## src/rtl/channel_ctrl_pkg.sv

```systemverilog
// Shared constants for channel_ctrl: opcodes, FSM states, timing reset values.
// Imported by channel_ctrl; holds no logic beyond a lane-to-byte-enable helper.
package channel_ctrl_pkg;

    localparam logic [7:0] OPC_CONF_WR   = 8'h2A;
    localparam logic [7:0] OPC_CHAN_SEL  = 8'h3A;
    localparam logic [7:0] OPC_ADDR_WR   = 8'h3C;
    localparam logic [7:0] OPC_DATA_WR   = 8'h2C;
    localparam logic [7:0] OPC_FLUSH     = 8'h5A;
    localparam logic [7:0] OPC_FLUSH_ALL = 8'h5C;

    localparam logic [7:0] T0H_DEF = 8'd16;
    localparam logic [8:0] T0S_DEF = 9'd60;
    localparam logic [7:0] T1H_DEF = 8'd40;
    localparam logic [8:0] T1S_DEF = 9'd60;

    localparam int         CONF_LEN = 6;
    localparam logic [1:0] LANE_TOP = 2'd3;

    typedef enum logic [2:0] {
        ST_OPCODE,
        ST_CONF,
        ST_SEL,
        ST_ADDR,
        ST_DATA,
        ST_SKIP
    } state_e;

    function automatic logic [3:0] lane_byte_en(input logic [1:0] lane);
        lane_byte_en = 4'b0001 << lane;
    endfunction

endpackage

```

## src/rtl/channel_ctrl.sv

```systemverilog
// Command decoder / RAM write sequencer for LED channels; optional CHANNEL_CTRL_AUTO_FLUSH_EN
// pulses done on frame end in DATA. All outputs registered, 1 cycle after the byte strobe.
// No backpressure: every byte strobe is consumed in the cycle it arrives.
module channel_ctrl
    import channel_ctrl_pkg::*;
#(
    parameter int CH_CNT = 8
) (
    input  logic              clk_i,
    input  logic              rst_n_i,
    input  logic              byte_vld_i,
    input  logic [7:0]        byte_data_i,
    input  logic              frame_end_i,
    output logic [7:0]        reg_t0h_time_o,
    output logic [8:0]        reg_t0s_time_o,
    output logic [7:0]        reg_t1h_time_o,
    output logic [8:0]        reg_t1s_time_o,
    output logic [CH_CNT-1:0] ram_wr_en_o,
    output logic [CH_CNT-1:0] ram_wr_done_o,
    output logic [7:0]        ram_wr_addr_o,
    output logic [7:0]        ram_wr_data_o,
    output logic [3:0]        ram_wr_byte_en_o
);

    localparam int CH_W = (CH_CNT > 1) ? $clog2(CH_CNT) : 1;

    state_e state_q, state_d;

    logic [2:0]        conf_cnt_q, conf_cnt_d;
    logic [7:0]        stg_t0h_q, stg_t0h_d;
    logic              stg_t0s8_q, stg_t0s8_d;
    logic [7:0]        stg_t0s_lo_q, stg_t0s_lo_d;
    logic [7:0]        stg_t1h_q, stg_t1h_d;
    logic              stg_t1s8_q, stg_t1s8_d;

    logic [7:0]        t0h_q, t0h_d;
    logic [8:0]        t0s_q, t0s_d;
    logic [7:0]        t1h_q, t1h_d;
    logic [8:0]        t1s_q, t1s_d;

    logic [CH_W-1:0]   ch_sel_q, ch_sel_d;
    logic [7:0]        waddr_q, waddr_d;
    logic [1:0]        lane_q, lane_d;

    logic [CH_CNT-1:0] wr_en_q, wr_en_d;
    logic [CH_CNT-1:0] done_q, done_d;
    logic [7:0]        addr_q, addr_d;
    logic [7:0]        data_q, data_d;
    logic [3:0]        be_q, be_d;

    logic [CH_CNT-1:0] ch_onehot;

    always_comb begin
        ch_onehot           = '0;
        ch_onehot[ch_sel_q] = 1'b1;
    end

    always_ff @(posedge clk_i or negedge rst_n_i) begin
        if (!rst_n_i) begin
            state_q <= ST_OPCODE;
        end else begin
            state_q <= state_d;
        end
    end

    always_comb begin
        state_d = state_q;
        if (byte_vld_i) begin
            case (state_q)
                ST_OPCODE: begin
                    case (byte_data_i)
                        OPC_CONF_WR:   state_d = ST_CONF;
                        OPC_CHAN_SEL:  state_d = ST_SEL;
                        OPC_ADDR_WR:   state_d = ST_ADDR;
                        OPC_DATA_WR:   state_d = ST_DATA;
                        OPC_FLUSH,
                        OPC_FLUSH_ALL: state_d = ST_OPCODE;
                        default:       state_d = ST_SKIP;
                    endcase
                end
                ST_CONF: begin
                    if (conf_cnt_q == 3'(CONF_LEN - 1)) begin
                        state_d = ST_OPCODE;
                    end
                end
                ST_SEL,
                ST_ADDR: state_d = ST_OPCODE;
                default: state_d = state_q;
            endcase
        end
        // The coincident byte has already been accounted for above.
        if (frame_end_i) begin
            state_d = ST_OPCODE;
        end
    end

    always_comb begin
        conf_cnt_d   = conf_cnt_q;
        stg_t0h_d    = stg_t0h_q;
        stg_t0s8_d   = stg_t0s8_q;
        stg_t0s_lo_d = stg_t0s_lo_q;
        stg_t1h_d    = stg_t1h_q;
        stg_t1s8_d   = stg_t1s8_q;
        t0h_d        = t0h_q;
        t0s_d        = t0s_q;
        t1h_d        = t1h_q;
        t1s_d        = t1s_q;
        ch_sel_d     = ch_sel_q;
        waddr_d      = waddr_q;
        lane_d       = lane_q;
        wr_en_d      = '0;
        done_d       = '0;
        addr_d       = addr_q;
        data_d       = data_q;
        be_d         = be_q;

        if (byte_vld_i) begin
            case (state_q)
                ST_OPCODE: begin
                    conf_cnt_d = '0;
                    if (byte_data_i == OPC_FLUSH) begin
                        done_d = ch_onehot;
                    end else if (byte_data_i == OPC_FLUSH_ALL) begin
                        done_d = '1;
                    end
                end
                ST_CONF: begin
                    conf_cnt_d = conf_cnt_q + 3'd1;
                    case (conf_cnt_q)
                        3'd0:    stg_t0h_d    = byte_data_i;
                        3'd1:    stg_t0s8_d   = byte_data_i[0];
                        3'd2:    stg_t0s_lo_d = byte_data_i;
                        3'd3:    stg_t1h_d    = byte_data_i;
                        3'd4:    stg_t1s8_d   = byte_data_i[0];
                        default: begin
                            // Last payload byte: publish all four registers at once.
                            t0h_d = stg_t0h_q;
                            t0s_d = {stg_t0s8_q, stg_t0s_lo_q};
                            t1h_d = stg_t1h_q;
                            t1s_d = {stg_t1s8_q, byte_data_i};
                        end
                    endcase
                end
                ST_SEL: begin
                    if (int'({24'd0, byte_data_i}) < CH_CNT) begin
                        ch_sel_d = byte_data_i[CH_W-1:0];
                    end
                end
                ST_ADDR: begin
                    waddr_d = byte_data_i;
                    lane_d  = LANE_TOP;
                end
                ST_DATA: begin
                    wr_en_d = ch_onehot;
                    addr_d  = waddr_q;
                    data_d  = byte_data_i;
                    be_d    = lane_byte_en(lane_q);
                    if (lane_q == 2'd0) begin
                        waddr_d = waddr_q + 8'd1;
                        lane_d  = LANE_TOP;
                    end else begin
                        lane_d  = lane_q - 2'd1;
                    end
                end
                default: ;
            endcase
        end

        // A partial word stays partial; the next DATA frame restarts at the top lane.
        if (frame_end_i && (state_q == ST_DATA)) begin
            lane_d = LANE_TOP;
`ifdef CHANNEL_CTRL_AUTO_FLUSH_EN
            done_d = ch_onehot;
`endif
        end
    end

    always_ff @(posedge clk_i or negedge rst_n_i) begin
        if (!rst_n_i) begin
            conf_cnt_q   <= '0;
            stg_t0h_q    <= '0;
            stg_t0s8_q   <= 1'b0;
            stg_t0s_lo_q <= '0;
            stg_t1h_q    <= '0;
            stg_t1s8_q   <= 1'b0;
            t0h_q        <= T0H_DEF;
            t0s_q        <= T0S_DEF;
            t1h_q        <= T1H_DEF;
            t1s_q        <= T1S_DEF;
            ch_sel_q     <= '0;
            waddr_q      <= '0;
            lane_q       <= LANE_TOP;
            wr_en_q      <= '0;
            done_q       <= '0;
            addr_q       <= '0;
            data_q       <= '0;
            be_q         <= '0;
        end else begin
            conf_cnt_q   <= conf_cnt_d;
            stg_t0h_q    <= stg_t0h_d;
            stg_t0s8_q   <= stg_t0s8_d;
            stg_t0s_lo_q <= stg_t0s_lo_d;
            stg_t1h_q    <= stg_t1h_d;
            stg_t1s8_q   <= stg_t1s8_d;
            t0h_q        <= t0h_d;
            t0s_q        <= t0s_d;
            t1h_q        <= t1h_d;
            t1s_q        <= t1s_d;
            ch_sel_q     <= ch_sel_d;
            waddr_q      <= waddr_d;
            lane_q       <= lane_d;
            wr_en_q      <= wr_en_d;
            done_q       <= done_d;
            addr_q       <= addr_d;
            data_q       <= data_d;
            be_q         <= be_d;
        end
    end

    assign reg_t0h_time_o   = t0h_q;
    assign reg_t0s_time_o   = t0s_q;
    assign reg_t1h_time_o   = t1h_q;
    assign reg_t1s_time_o   = t1s_q;
    assign ram_wr_en_o      = wr_en_q;
    assign ram_wr_done_o    = done_q;
    assign ram_wr_addr_o    = addr_q;
    assign ram_wr_data_o    = data_q;
    assign ram_wr_byte_en_o = be_q;

endmodule

```

## config.mk

```make
export PLATFORM = sky130hd
export DESIGN_NAME = channel_ctrl
export DESIGN_NICKNAME = d
export VERILOG_FILES = /design/src/rtl/channel_ctrl_pkg.sv /design/src/rtl/channel_ctrl.sv
export SDC_FILE = /design/constraint.sdc
export NUM_CORES = 1
export LEC_CHECK = 0
export BUFFER_PORTS_ARGS = -buffer_cell sky130_fd_sc_hd__clkbuf_2
export CAP_MARGIN = 10
export CORE_MARGIN = 8
export CORE_UTILIZATION = 30
export DETAILED_ROUTE_END_ITERATION = 10
export SETUP_SLACK_MARGIN = 0.4
export SYNTH_ARGS = -nofsm -noshare
export SYNTH_HDL_FRONTEND = slang
export SYNTH_SLANG_ARGS = --single-unit
```

## constraint.sdc

```tcl
create_clock -name clk_i -period 2.2 [get_ports clk_i]
set_clock_uncertainty 0.2 [all_clocks]
set_input_delay 0.11 -clock clk_i [delete_from_list [all_inputs] [get_ports clk_i]]
set_output_delay 0.11 -clock clk_i [all_outputs]
set_load 0.01 [all_outputs]
```

=== After elaboration in Yosys (flattened, before gate mapping) ===
Cells that the tools add are included.

* Register bits after elaboration: 115
* Output and inout port bits: 70
* Logic and storage cells: 90
* Bits of input ports: 12

* Reduce and logical (&&, ||, !) cells: 26
* Shift operators: 1
* Eq/ne operators: 17
* Multiplexer cells: 20
* Add/sub/neg operators: 3
* Bitwise gates (word level): 1
* Order comparisons: 3

{| class="wikitable"
|+ Operators with widths
! cell !! number
|-
| two-way mux 8 bit || 7
|-
| == test 8 x 6 -> 1 bit, second input constant || 4
|-
| AND reduction 3 bit || 9
|-
| == test 8 x 7 -> 1 bit, second input constant || 2
|-
| one-hot mux 8 bit (2 select lines) || 1
|-
| one-hot mux 3 bit (5 select lines) || 1
|-
| == test 3 x 2 -> 1 bit, second input constant || 4
|-
| == test 3 bit, second input constant || 3
|-
| two-way mux 3 bit || 3
|-
| one-hot mux 3 bit (3 select lines) || 1
|-
| adder 8 x 1 -> 8 bit, second input constant || 1
|-
| less-than comparator 8 x 4 -> 1 bit, second input constant || 1
|-
| nonzero test 2 bit || 4
|-
| == test 3 x 1 -> 1 bit, second input constant || 2
|-
| logical NOT 3 bit || 2
|-
| two-way mux 2 bit || 3
|-
| one-hot mux 3 bit (2 select lines) || 1
|-
| AND reduction 2 bit || 3
|-
| OR reduction 5 bit || 1
|-
| less-than comparator 3 x 4 -> 1 bit, second input constant || 1
|-
| one-hot mux 2 bit (2 select lines) || 1
|-
| nonzero test 4 bit || 1
|-
| OR reduction 2 bit || 2
|-
| left shift 1 x 2 -> 4 bit, first input constant || 1
|-
| 11 further kinds || 12
|}

=== Depth between registers and ports, before layout ===
Gate-level depths: netlist (run 1).

* Word-level depth: 7
* Depth in mapped cells: 6
* Depth with buffers taken out: 6

=== Worst setup path before layout (run 1) ===
OpenSTA, ideal clock, no wires.

* Path kind: reg-to-reg
* From: register conf_cnt_q[1]
* To: register t0h_q[0], in the netlist reg_t0h_time_o[0]
* Required time: 1.875 ns
* Arrival: 1.519 ns
* Period minus slack after synthesis: 1.844 ns
* Cell stages (with the launch flop): 7
* Path buffers: 1
* Slack: 0.356 ns
* Cells stage by stage: dfrtp_1 inv_1 ha_1 nor3_1 o21ai_4 buf_12 mux2_4

* Word-level cells in the longest chain between the ends: 4
* Elaborated cells between the ends (all ways): 8
* Classes of those cells: eq/ne (4); bitwise (1); reduce/logical (3)

{| class="wikitable"
|+ Ends and longest elaborated chain
! what !! line !! source
|-
| from (decl) || channel_ctrl.sv:29 || <nowiki>logic [2:0] conf_cnt_q, conf_cnt_d;</nowiki>
|-
| from (signal assigned) || channel_ctrl.sv:199 || <nowiki>conf_cnt_q <= conf_cnt_d;</nowiki>
|-
| == test 3 bit, or another cell as far along || channel_ctrl.sv:129 || <nowiki>case (conf_cnt_q)</nowiki>
|-
| OR reduction 5 bit (no source line) * || n/a ||
|-
| inverter 1 bit (no source line) * || n/a ||
|-
| AND reduction 3 bit (no source line) * || n/a ||
|-
| to (signal assigned) || channel_ctrl.sv:205 || <nowiki>t0h_q <= t0h_d;</nowiki>
|-
| to (decl) || channel_ctrl.sv:36 || <nowiki>logic [7:0] t0h_q, t0h_d;</nowiki>
|}

Every way passes the cells marked *; elsewhere a longest branch is shown, timed or not.
A chain may end at the register's enable or synchronous reset.

=== Final worst setup path (run 1) ===
* From: register conf_cnt_q[0]
* To: register t1s_q[1], in the netlist reg_t1s_time_o[1]

* Word-level cells in the longest chain between the ends: 4
* Elaborated cells between the ends (all ways): 8
* Classes of those cells: eq/ne (4); bitwise (1); reduce/logical (3)

{| class="wikitable"
|+ Ends and longest elaborated chain
! what !! line !! source
|-
| == test 3 bit, or another cell as far along || channel_ctrl.sv:129 ||
|-
| OR reduction 5 bit (no source line) * || n/a ||
|-
| inverter 1 bit (no source line) * || n/a ||
|-
| AND reduction 3 bit (no source line) * || n/a ||
|-
| to (signal assigned) || channel_ctrl.sv:208 || <nowiki>t1s_q <= t1s_d;</nowiki>
|-
| to (decl) || channel_ctrl.sv:39 || <nowiki>logic [8:0] t1s_q, t1s_d;</nowiki>
|}

Marks and branches as above.

==> results.toml, run 1 <==
[die]
fp.coreArea_um2 = 16500
fp.dieH_um = 146
die_w_um = 146
die-area_um2 = 21300
fp-row-count = 47
start_util_pct = 30.6
io_pins = 82

[cells_and_area]
diodes = 0
stdcell_count = 706
drive_above_1_share_pct = 52.1
areaGrowthSynthToFinish_pct = 31.2
nNetsFinal = 495

[setup_path]
critPathCaptureType = "flop"
crit_path_max_fanout = 20
worst-setup-path-type = "flop to flop"
arrival_ps = 1910
worst-r2r-cell-count = 6
worstSetupStartpointType = "flop"
worstPathRequired_ps = 2280

[power_and_ir_drop]
ir_worst_vdd_mv = 0.486
p_sw_uw = 1700
p_seq_share_pct = 40.4
comb_power_share_pct = 17.2
p_leak_uw = 0.00323
power_density_nw_per_um2 = 1030
cell_internal_pwr_uw = 5170
switching_share_pct = 24.7
clkPwrFrac_pct = 42.4

[detailed_routing]
wl_per_cell_um = 17.5
vias = 3314
drcViolationCount = 0
antenna_left = 0
wl_met2_um = 5910
drtIter0Drc = 192
dr.pass1.iters = 4
wl_met1_um = 5510
via_per_inst = 4.69
routed_wirelength_um = 12400
maxUsedRoutingLayer = "met4"
met3WireLength_um = 782

[synth]
postSynth.asyncResetShare_pct = 100
yosys-top-cells-area = "dfrtp_1, mux2_2, mux2_4"
yosysTopAreaCellShare_pct = 50.4
syn_area_um2 = 5060
ys_ff_latch = 115
yosysTopAreaCell = "dfrtp_1"
synth_cell_types = 53
synth_edf_count = 0
synth_fp_nets = 390
ys.flop_type = "dfrtp_1"
synth_area_per_cell_um2 = 13.7
ys_warn_count = 0
ys_seq_area_share_pct = 57.2
synth_cells = 368

[sta]
relSlewSlack_pct = 61.7
rsz0062_at_grt = "true"
setup_viol = 0
setup_ws_ps = 370
finalSetupTns_ps = 0
worst_pin_slew_ps = 575
fin_crit_ps = 1830
hold_slack_ps = -4.54
period_share_pct = 83.2
timing.final.max_slew_violations = 0
max_freq_mhz = 546
hold_viol = 1

[flow_run]
drv_cap = 0

[global_route]
grt_pass1_wl_um = 19900
grt_max_degree = 43
antenna_found_initial = 0
first_global_vias = 3572
grt_usage_pct = 11.9
overflow = 0

[cts]
cts_sinks = 115
clock_latency_ps = 400
cts-buffers-inserted = 17
htreeDepth = 4
path_clk_slew_ps = 50
root_buffer = "clkbuf_16"
cts_buffer_depth = 2
cts_tree = "built"

[status]
status = "finished, violations left"
violations = "hold timing"

[hold_path]
hold_path_depth = 4
min_path_type = "input pin to flop"

[placed_design]
gp_congestion = 0.843
dp_cells = 660
post-place-ws_ps = 192
hpwl_um = 8380
io_buffers = 81
==> worst max-delay path, cell delays in order (launching register included) <==
cell	delay (ps)
dfrtp_2	430
inv_2	100
ha_4	150
nor3_2	50
o21ai_4	190
buf_12	220
mux2_2	360
==> timing repair <==
action	in CTS	in global routing
pin swaps	3	9
setup endpoints to repair	82	81
resized for setup	6	16
hold buffers	6	0
endpoints found under the hold margin	128	0
setup buffers	3	4
gates cloned	0	1
==> synth_stat cells (2+ instances only) <==
library cell / instances
mux2_2: 49
o21a_1: 4
nand2b_1: 2
and3_1: 2
nor4_1: 2
nor3_1: 6
mux2_4: 30
nand3b_1: 3
inv_1: 9
buf_2: 6
o22ai_1: 2
a32oi_1: 2
nand3_1: 14
nand2_1: 13
o21ai_0: 14
and4_1: 2
clkbuf_1: 8
ha_1: 10
nor2_1: 14
a2bb2oi_1: 3
dfrtp_1: 102
nor2b_1: 4
buf_12: 3
nand2_2: 2
dfstp_2: 13
a21oi_1: 16
o21ai_1: 2
buf_4: 2
mux2_1: 2
nor3b_4: 2
mux2i_1: 3
==> cell families after synthesis <==
kind of cell / Yosys count / synth area share (%)
xor+xnor: 1 / 0.173
compound gates: 49 / 6.18
mux: 84 / 20.8
simple gates: 80 / 9.57
fa+ha+maj: 10 / 2.47
flops: 115 / 57.2
buf+inv: 29 / 3.56
==> stage by stage <==
step	total power [uW]	hold WS [ps]	utilization, %	instance area, um2
final	6860	-4.54	40.2	6640
after global placement	3910	-60.7	34.9	5760
after global routing	7210	24.6	40.2	6640
after floorplan	3460	-386	-	5090
after CTS	6940	7.25	39.4	6510
after detailed placement	3960	-56.2	34.9	5760
==> placed cells by master (no fill, tap or decap), types with 3 or more instances in the layout <==
cell type and count:
mux2_2 49, nor2b_1 4, clkbuf_8 3, dfrtp_2 5, inv_1 7, o21ai_0 14, mux2_4 30, o21a_1 4
nand2_1 13, nand3b_1 3, ha_4 3, mux2i_1 3, buf_12 6, a2bb2oi_1 3, bufinv_16 4, buf_4 12
a21oi_1 16, dfstp_2 13, nand3_1 12, nor2_1 13, clkbuf_1 3, clkbuf_2 79, clkbuf_16 17, ha_1 7
nor3_1 5, dlygate4sd3_1 6, dfrtp_1 97, clkinv_2 3
==> cell type report <==
type,instances,area (um2)
multi-input combinational,225,2120
fill,1557,9890
inverter,9,33.8
clock inverter,9,151
timing repair buffer,105,682
tap,220,275
sequential,115,2900
clock buffer,23,478
==> sequential cells by signal (all words and copies together) (netlist names), 8 cells and up <==
register,cells
reg_t0s_time_o,9
reg_t1s_time_o,9
ram_wr_addr_o,8
ram_wr_data_o,8
ram_wr_done_o,8
ram_wr_en_o,8
reg_t0h_time_o,8
reg_t1h_time_o,8
stg_t0h_q,8
stg_t0s_lo_q,8
stg_t1h_q,8
waddr_q,8
==> power groups by stage <==
stage	sequential [uW]	combinational, uW	clock [uW]
finish	2770	1180	2910
CTS	2780	1180	2980
global placement	2780	1130	0
floorplan	2870	588	0
global route	2830	1290	3090
detailed placement	2810	1150	0
==> metal layers <==
metal | global-route usage, % | vias to the layer above
li1 | - | 1532
met1 | 14.7 | 1690
met2 | 18.2 | 80
met3 | 4.63 | 12
met4 | 5.15 | 0
met5 | 0 | -
==> path summary, 6_finish.rpt <==
path,startpoint,endpoint,slack [ps]
max in group asynchronous,rst_n_i,lane_q[1],1070
min in group asynchronous,rst_n_i,reg_t0h_time_o[1],60
worst min-delay path,byte_data_i[5],ch_sel_q[1],-5
worst max register to register,conf_cnt_q[0],reg_t1s_time_o[1],370
worst max-delay path,conf_cnt_q[0],reg_t1s_time_o[1],370
worst min register to register,stg_t0s_lo_q[7],reg_t0s_time_o[7],290
Note: power is estimated with default switching activity, not from simulation.
==> run 2, diff against run 1 <==
==> constraint.sdc (replaced) <==
create_clock -name clk_i -period 1.8 [get_ports clk_i]
set_clock_uncertainty 0.2 [all_clocks]
set_input_delay 0.09 -clock clk_i [delete_from_list [all_inputs] [get_ports clk_i]]
set_output_delay 0.09 -clock clk_i [all_outputs]
set_load 0.01 [all_outputs]
==> results.toml, run 2 (synthesis gave the netlist of run 1 again) <==
[cts]
htreeDepth = 4
cts_sinks = 115
cts_hold_buf = 21
clock_latency_ps = 410
root_buffer = "clkbuf_16"
cts-buffers-inserted = 17
cts_buffer_depth = 2
cts_tree = "built"
path_clk_slew_ps = 50

[sta]
rsz0062_at_grt = "true"
setup_ws_ps = -61.4
hold_slack_ps = -37.1
setup_viol = 39
period_share_pct = 103
timing.final.max_slew_violations = 0
relSlewSlack_pct = 70.3
max_freq_mhz = 537
finalSetupTns_ps = -1320
hold_viol = 27
worst_pin_slew_ps = 446
fin_crit_ps = 1860

[detailed_routing]
dr.pass1.iters = 4
drcViolationCount = 0
drtIter0Drc = 192
wl_per_cell_um = 18.8
via_per_inst = 4.76
vias = 3633
antenna_left = 0
routed_wirelength_um = 14400

[hold_path]
hold_start = "byte_data_i[4]"
hold_path_depth = 5
min_to = "ch_sel_q[1]"
min_path_type = "input pin to flop"

[cells_and_area]
drive_above_1_share_pct = 63.5
layout_common_cells = "dfrtp_1, clkbuf_2, mux2_4"
areaGrowthSynthToFinish_pct = 53.5
post-route-util_pct = 47.0
diodes = 0
finalInstanceArea_um2 = 7770
num-fill-cells = 1403
stdcell_count = 763
nNetsFinal = 552
layout_commonest_cell = "dfrtp_1"

[die]
die-area_um2 = 21300
die_w_um = 146
start_util_pct = 30.6
fp.coreArea_um2 = 16500
fp.dieH_um = 146
fp-row-count = 47
io_pins = 82

[placed_design]
dp_cells = 679
io_buffers = 81
gp_congestion = 0.758
postPlaceCellArea_um2 = 6110
hpwl_um = 9000

[global_route]
grt_max_degree = 38
grt_pass1_wl_um = 22800
antenna_found_initial = 0
first_global_vias = 3960
grt_usage_pct = 13.6
overflow = 0

[setup_path]
crit_family = "flip-flops"
worstSetupStartpointType = "flop"
arrival_ps = 1960
path_depth = 7
critPathCaptureType = "flop"
r2r_setup_slack_ps = -60
cp.buffers_inverters = 3
cp_slowest_cell = "dfrtp_2"
r2r_start = "conf_cnt_q[1]"
worst-r2r-cell-count = 7
crit_path_max_fanout = 10
worst-setup-path-type = "flop to flop"
reg2reg_to = "reg_t1h_time_o[4]"
worstPathRequired_ps = 1890
cp_slowest_stage_delay_ps = 410
crit_top_cell = "buf_12"
crit_chain = "inv_2, ha_4, nor3_4, o21ai_4, buf_12, buf_12, mux2_4"

[power_and_ir_drop]
power_density_nw_per_um2 = 1150
power_uw = 8910
ir_worst_vdd_mv = 0.694
p_leak_uw = 0.00374

[flow_run]
drv_cap = 0

[status]
violations = "hold timing, setup timing"
status = "finished, violations left"
==> run 2: cell count changes in the layout (fill, tap and decap cells not counted), sizes merged <==
cell	previous run	this run
inv	9	10
clkinvlp	1	2
dlygate4sd3	6	21
clkbuf	102	94
buf	20	66
clkinv	4	6
==> run 2: metrics by stage <==
step,setup WS (ps),hold slack (ps)
global placement,-31.6,-137
detailed placement,-63.8,-131
floorplan,5.28,-406
global route,-103,-24.1
finish,-61.4,-37.1
CTS,-75.3,-9.80
==> run 2: worst register-to-register path, stage by stage, from the launching register on <==
cell	delay (ps)
dfrtp_2	410
inv_2	80
ha_4	170
nor3_4	210
o21ai_4	70
buf_12	150
buf_12	150
mux2_4	300
==> run 2: cell type report <==
| cell class | instances | area [um2] | share of cell area [%] |
|---|---|---|---|
| sequential | 115 | 2900 | 37.3 |
| inverter | 9 | 33.8 | 0.435 |
| clock inverter | 13 | 181 | 2.34 |
| multi-input combinational | 225 | 2590 | 33.4 |
| timing repair buffer | 162 | 1330 | 17.2 |
| tap | 220 | 275 | 3.54 |
| clock buffer | 19 | 453 | 5.83 |
==> run 2: how the worst max path moves through the flow <==
| stage | startpoint | end | slack (ps) |
|---|---|---|---|
| after floorplan | conf_cnt_q[0] | reg_t0h_time_o[0] | 5 |
| after global placement | conf_cnt_q[0] | reg_t1s_time_o[1] | -30 |
| after detailed placement | conf_cnt_q[0] | reg_t1s_time_o[1] | -60 |
| after CTS | conf_cnt_q[0] | reg_t1h_time_o[2] | -80 |
| after global routing | conf_cnt_q[1] | reg_t0h_time_o[3] | -100 |
| final | conf_cnt_q[1] | reg_t1h_time_o[4] | -60 |
==> run 2: routing by layer <==
layer	track usage (%)	wire, um	vias up	share of wire (%)
met1	16.4	6170	1862	43
li1	-	-	1641	-
met3	5.07	891	28	6.2
met2	21.4	6980	102	49
met5	0	0	-	0
met4	5.83	332	0	2.3
==> run 2: timing repair <==
action | in CTS | in global routing
gates cloned | 4 | 1
setup buffers | 15 | 11
endpoints found under the setup margin | 113 | 121
pin swaps | 25 | 12
hold endpoints to repair | 156 | 3
gates resized for setup | 89 | 38
==> run 2: report_power, final <==
part / internal [uW] / switching, uW / leakage (uW)
Clock: 2380 / 1200 / 0.000309
Sequential: 3120 / 318 / 0.00148
Combinational: 1110 / 781 / 0.00194
==> run 3, diff against run 2 <==
--- a/config.mk
+++ b/config.mk
@@ -5,6 +5,7 @@
 export SDC_FILE = /design/constraint.sdc
 export NUM_CORES = 1
 export LEC_CHECK = 0
+export ABC_AREA = 1
 export BUFFER_PORTS_ARGS = -buffer_cell sky130_fd_sc_hd__clkbuf_2
 export CAP_MARGIN = 10
 export CORE_MARGIN = 8
==> results.toml, run 3 <==
[status]
status = "finished, violations left"
violations = "hold timing"

[setup_path]
arrival_ps = 1790
crit_family = "buffers and inverters"
path_depth = 8
worst-setup-path-type = "flop to flop"
cp-endpoint = "ram_wr_data_o[1]"
reg2reg_to = "ram_wr_data_o[1]"
crit_chain = "buf_12, nor2_4, nand2_4, nor2_4, clkinv_4, clkbuf_16, nand2_2, o21ai_1"
crit_path_max_fanout = 7
cp_slowest_cell = "dfrtp_2"
cp.buffers_inverters = 3
cp_slowest_stage_delay_ps = 440
r2r_setup_slack_ps = 90
worstSetupStartpointType = "flop"
worst-r2r-cell-count = 8
crit_path_start = "state_q[0]"
r2r_start = "state_q[0]"
worstPathRequired_ps = 1870
crit_top_cell = "nor2_4"
critPathCaptureType = "flop"

[placed_design]
postPlaceCellArea_um2 = 5780
io_buffers = 81
hpwl_um = 9080
gp_congestion = 0.885

[cells_and_area]
post-route-util_pct = 44.6
layout_common_cells = "nand2_1, dfrtp_1, clkbuf_2"
nNetsFinal = 721
finalInstanceArea_um2 = 7320
drive_above_1_share_pct = 38.1
layout_commonest_cell = "nand2_1"
diodes = 0
seqCellArea_um2 = 2900
areaGrowthSynthToFinish_pct = 46.5
num-fill-cells = 1501
multi_input_area_um2 = 2130

[global_route]
first_global_vias = 4090
grt_max_degree = 76
antenna_found_initial = 0
grt_pass1_wl_um = 21900
grt_usage_pct = 12.9
overflow = 0

[synth]
ys_warn_count = 0
ys.flop_type = "dfrtp_1"
yosysTopAreaCellShare_pct = 51.1
synth_fp_nets = 575
synth_cell_types = 32
synth_area_per_cell_um2 = 9.04
yosys-top-cells-count = "nand2_1, dfrtp_1, o21ai_0"
yosysMostFrequentCell = "nand2_1"
yosys-top-cells-area = "dfrtp_1, nand2_1, dfstp_2"
syn_area_um2 = 5000
postSynth.asyncResetShare_pct = 100
synth_edf_count = 0
yosysTopAreaCell = "dfrtp_1"
synth_cells = 553
ys_ff_latch = 115
ys_seq_area_share_pct = 57.9

[detailed_routing]
antenna_left = 0
routed_wirelength_um = 14700
dr.pass1.iters = 5
drcViolationCount = 0
drtIter0Drc = 263
vias = 4294
wl_per_cell_um = 15.8
via_per_inst = 4.61

[die]
fp.dieH_um = 145
fp.coreArea_um2 = 16400
io_pins = 82
fp-row-count = 47
die_w_um = 145
die-area_um2 = 21000
start_util_pct = 30.5

[cts]
htreeDepth = 4
cts_buffer_depth = 2
root_buffer = "clkbuf_16"
clock_latency_ps = 400
cts_tree = "built"
path_clk_slew_ps = 60
cts-buffers-inserted = 17
cts_sinks = 115
cts_hold_buf = 13

[sta]
worst_pin_slew_ps = 410
setup_viol = 0
finalSetupTns_ps = 0
fin_crit_ps = 1710
relSlewSlack_pct = 72.7
period_share_pct = 95.2
max_freq_mhz = 584
rsz0062_at_grt = "true"
timing.final.max_slew_violations = 0
hold_slack_ps = -6.02
hold_viol = 5

[power_and_ir_drop]
switching_share_pct = 31.3
p_seq_share_pct = 38.0
p_sw_uw = 3210
comb_power_share_pct = 26.0
p_leak_uw = 0.00351
cell_internal_pwr_uw = 7020
power_density_nw_per_um2 = 1400
ir_worst_vdd_mv = 0.743
clkPwrFrac_pct = 36.0

[flow_run]
drv_cap = 0

[hold_path]
min_path_type = "input pin to async pin"
[run 3: changes by cell type in the layout (fill, tap and decap cells not counted), moves of 12 or more]
cell | before | now
buf_6 | 21 | 9
nor2_1 | 4 | 21
mux2_4 | 70 | 0
inv_1 | 5 | 52
o21ai_1 | 9 | 54
nand2_1 | 6 | 132
o21ai_0 | 5 | 29
[run 3: worst min-delay path, delay by kind of cell]
family | cells | cell delay (ps)
buf+inv | 3 | 870
[run 3: timing repair]
item	CTS	global route
resized for setup	53	80
hold endpoints to repair	140	1
buffers inserted	15	7
gates cloned	2	9
setup endpoints to repair	114	115
pin swaps	13	17
[run 3: final cells by class]
type                       instances  share of cell area [%]
timing repair inverter             2                   0.171
sequential                       115                    39.6
clock buffer                      19                    6.05
inverter                          62                    3.38
multi-input combinational        357                    29.1
timing repair buffer             144                    15.2
clock inverter                    13                    2.80
tap                              220                    3.76
[run 3: power by group through the flow]
stage,Clock [uW],Sequential (uW),Combinational [uW]
final,3680,3890,2660
after global placement,0,3870,2110
after CTS,3740,3840,2420
after global routing,3850,3970,2960
after floorplan,0,3980,1100
after detailed placement,0,3880,2140
[run 3: logic make-up (layout without fill, tap and decap cells)]
group | after synthesis | in the layout | share of synthesized area (%)
DFF | 115 | 115 | 57.9
and+or+nand+nor | 247 | 249 | 22.2
adders and majority gates | 10 | 10 | 2.50
buffers and inverters | 83 | 240 | 7.14
AOI/OAI and AO/OA | 98 | 98 | 10.2
[run 3: worst min-delay path by stage]
stage	from	endpoint	slack, ps	cells past startpoint
floorplan	rst_n_i	ch_sel_q[0]	-410	0
global placement	rst_n_i	stg_t0h_q[4]	-110	2
detailed placement	rst_n_i	stg_t0h_q[4]	-100	2
CTS	byte_vld_i	conf_cnt_q[2]	-30	3
global route	byte_vld_i	conf_cnt_q[2]	-8	3
finish	rst_n_i	stg_t0h_q[4]	-6	3
[run 3: metrics by stage]
| stage | cells | setup slack, ps | total power, uW | hold slack (ps) |
|---|---|---|---|---|
| floorplan | 553 | 231 | 5080 | -406 |
| global placement | 854 | 144 | 5990 | -111 |
| detailed placement | 854 | 137 | 6020 | -104 |
| CTS | 916 | 167 | 10000 | -26.3 |
| global route | 932 | 43.4 | 10800 | -8.37 |
| finish | 932 | 86.5 | 10200 | -6.02 |
[run 3: routing by layer]
layer  routed length [um]  track usage (%)  up-vias
met5                    0                0        -
met4                  277             5.05        0
met3                  634             3.73       21
met2                 7310             21.3       89
met1                 6470             15.5     2090
li1                     -                -     2094
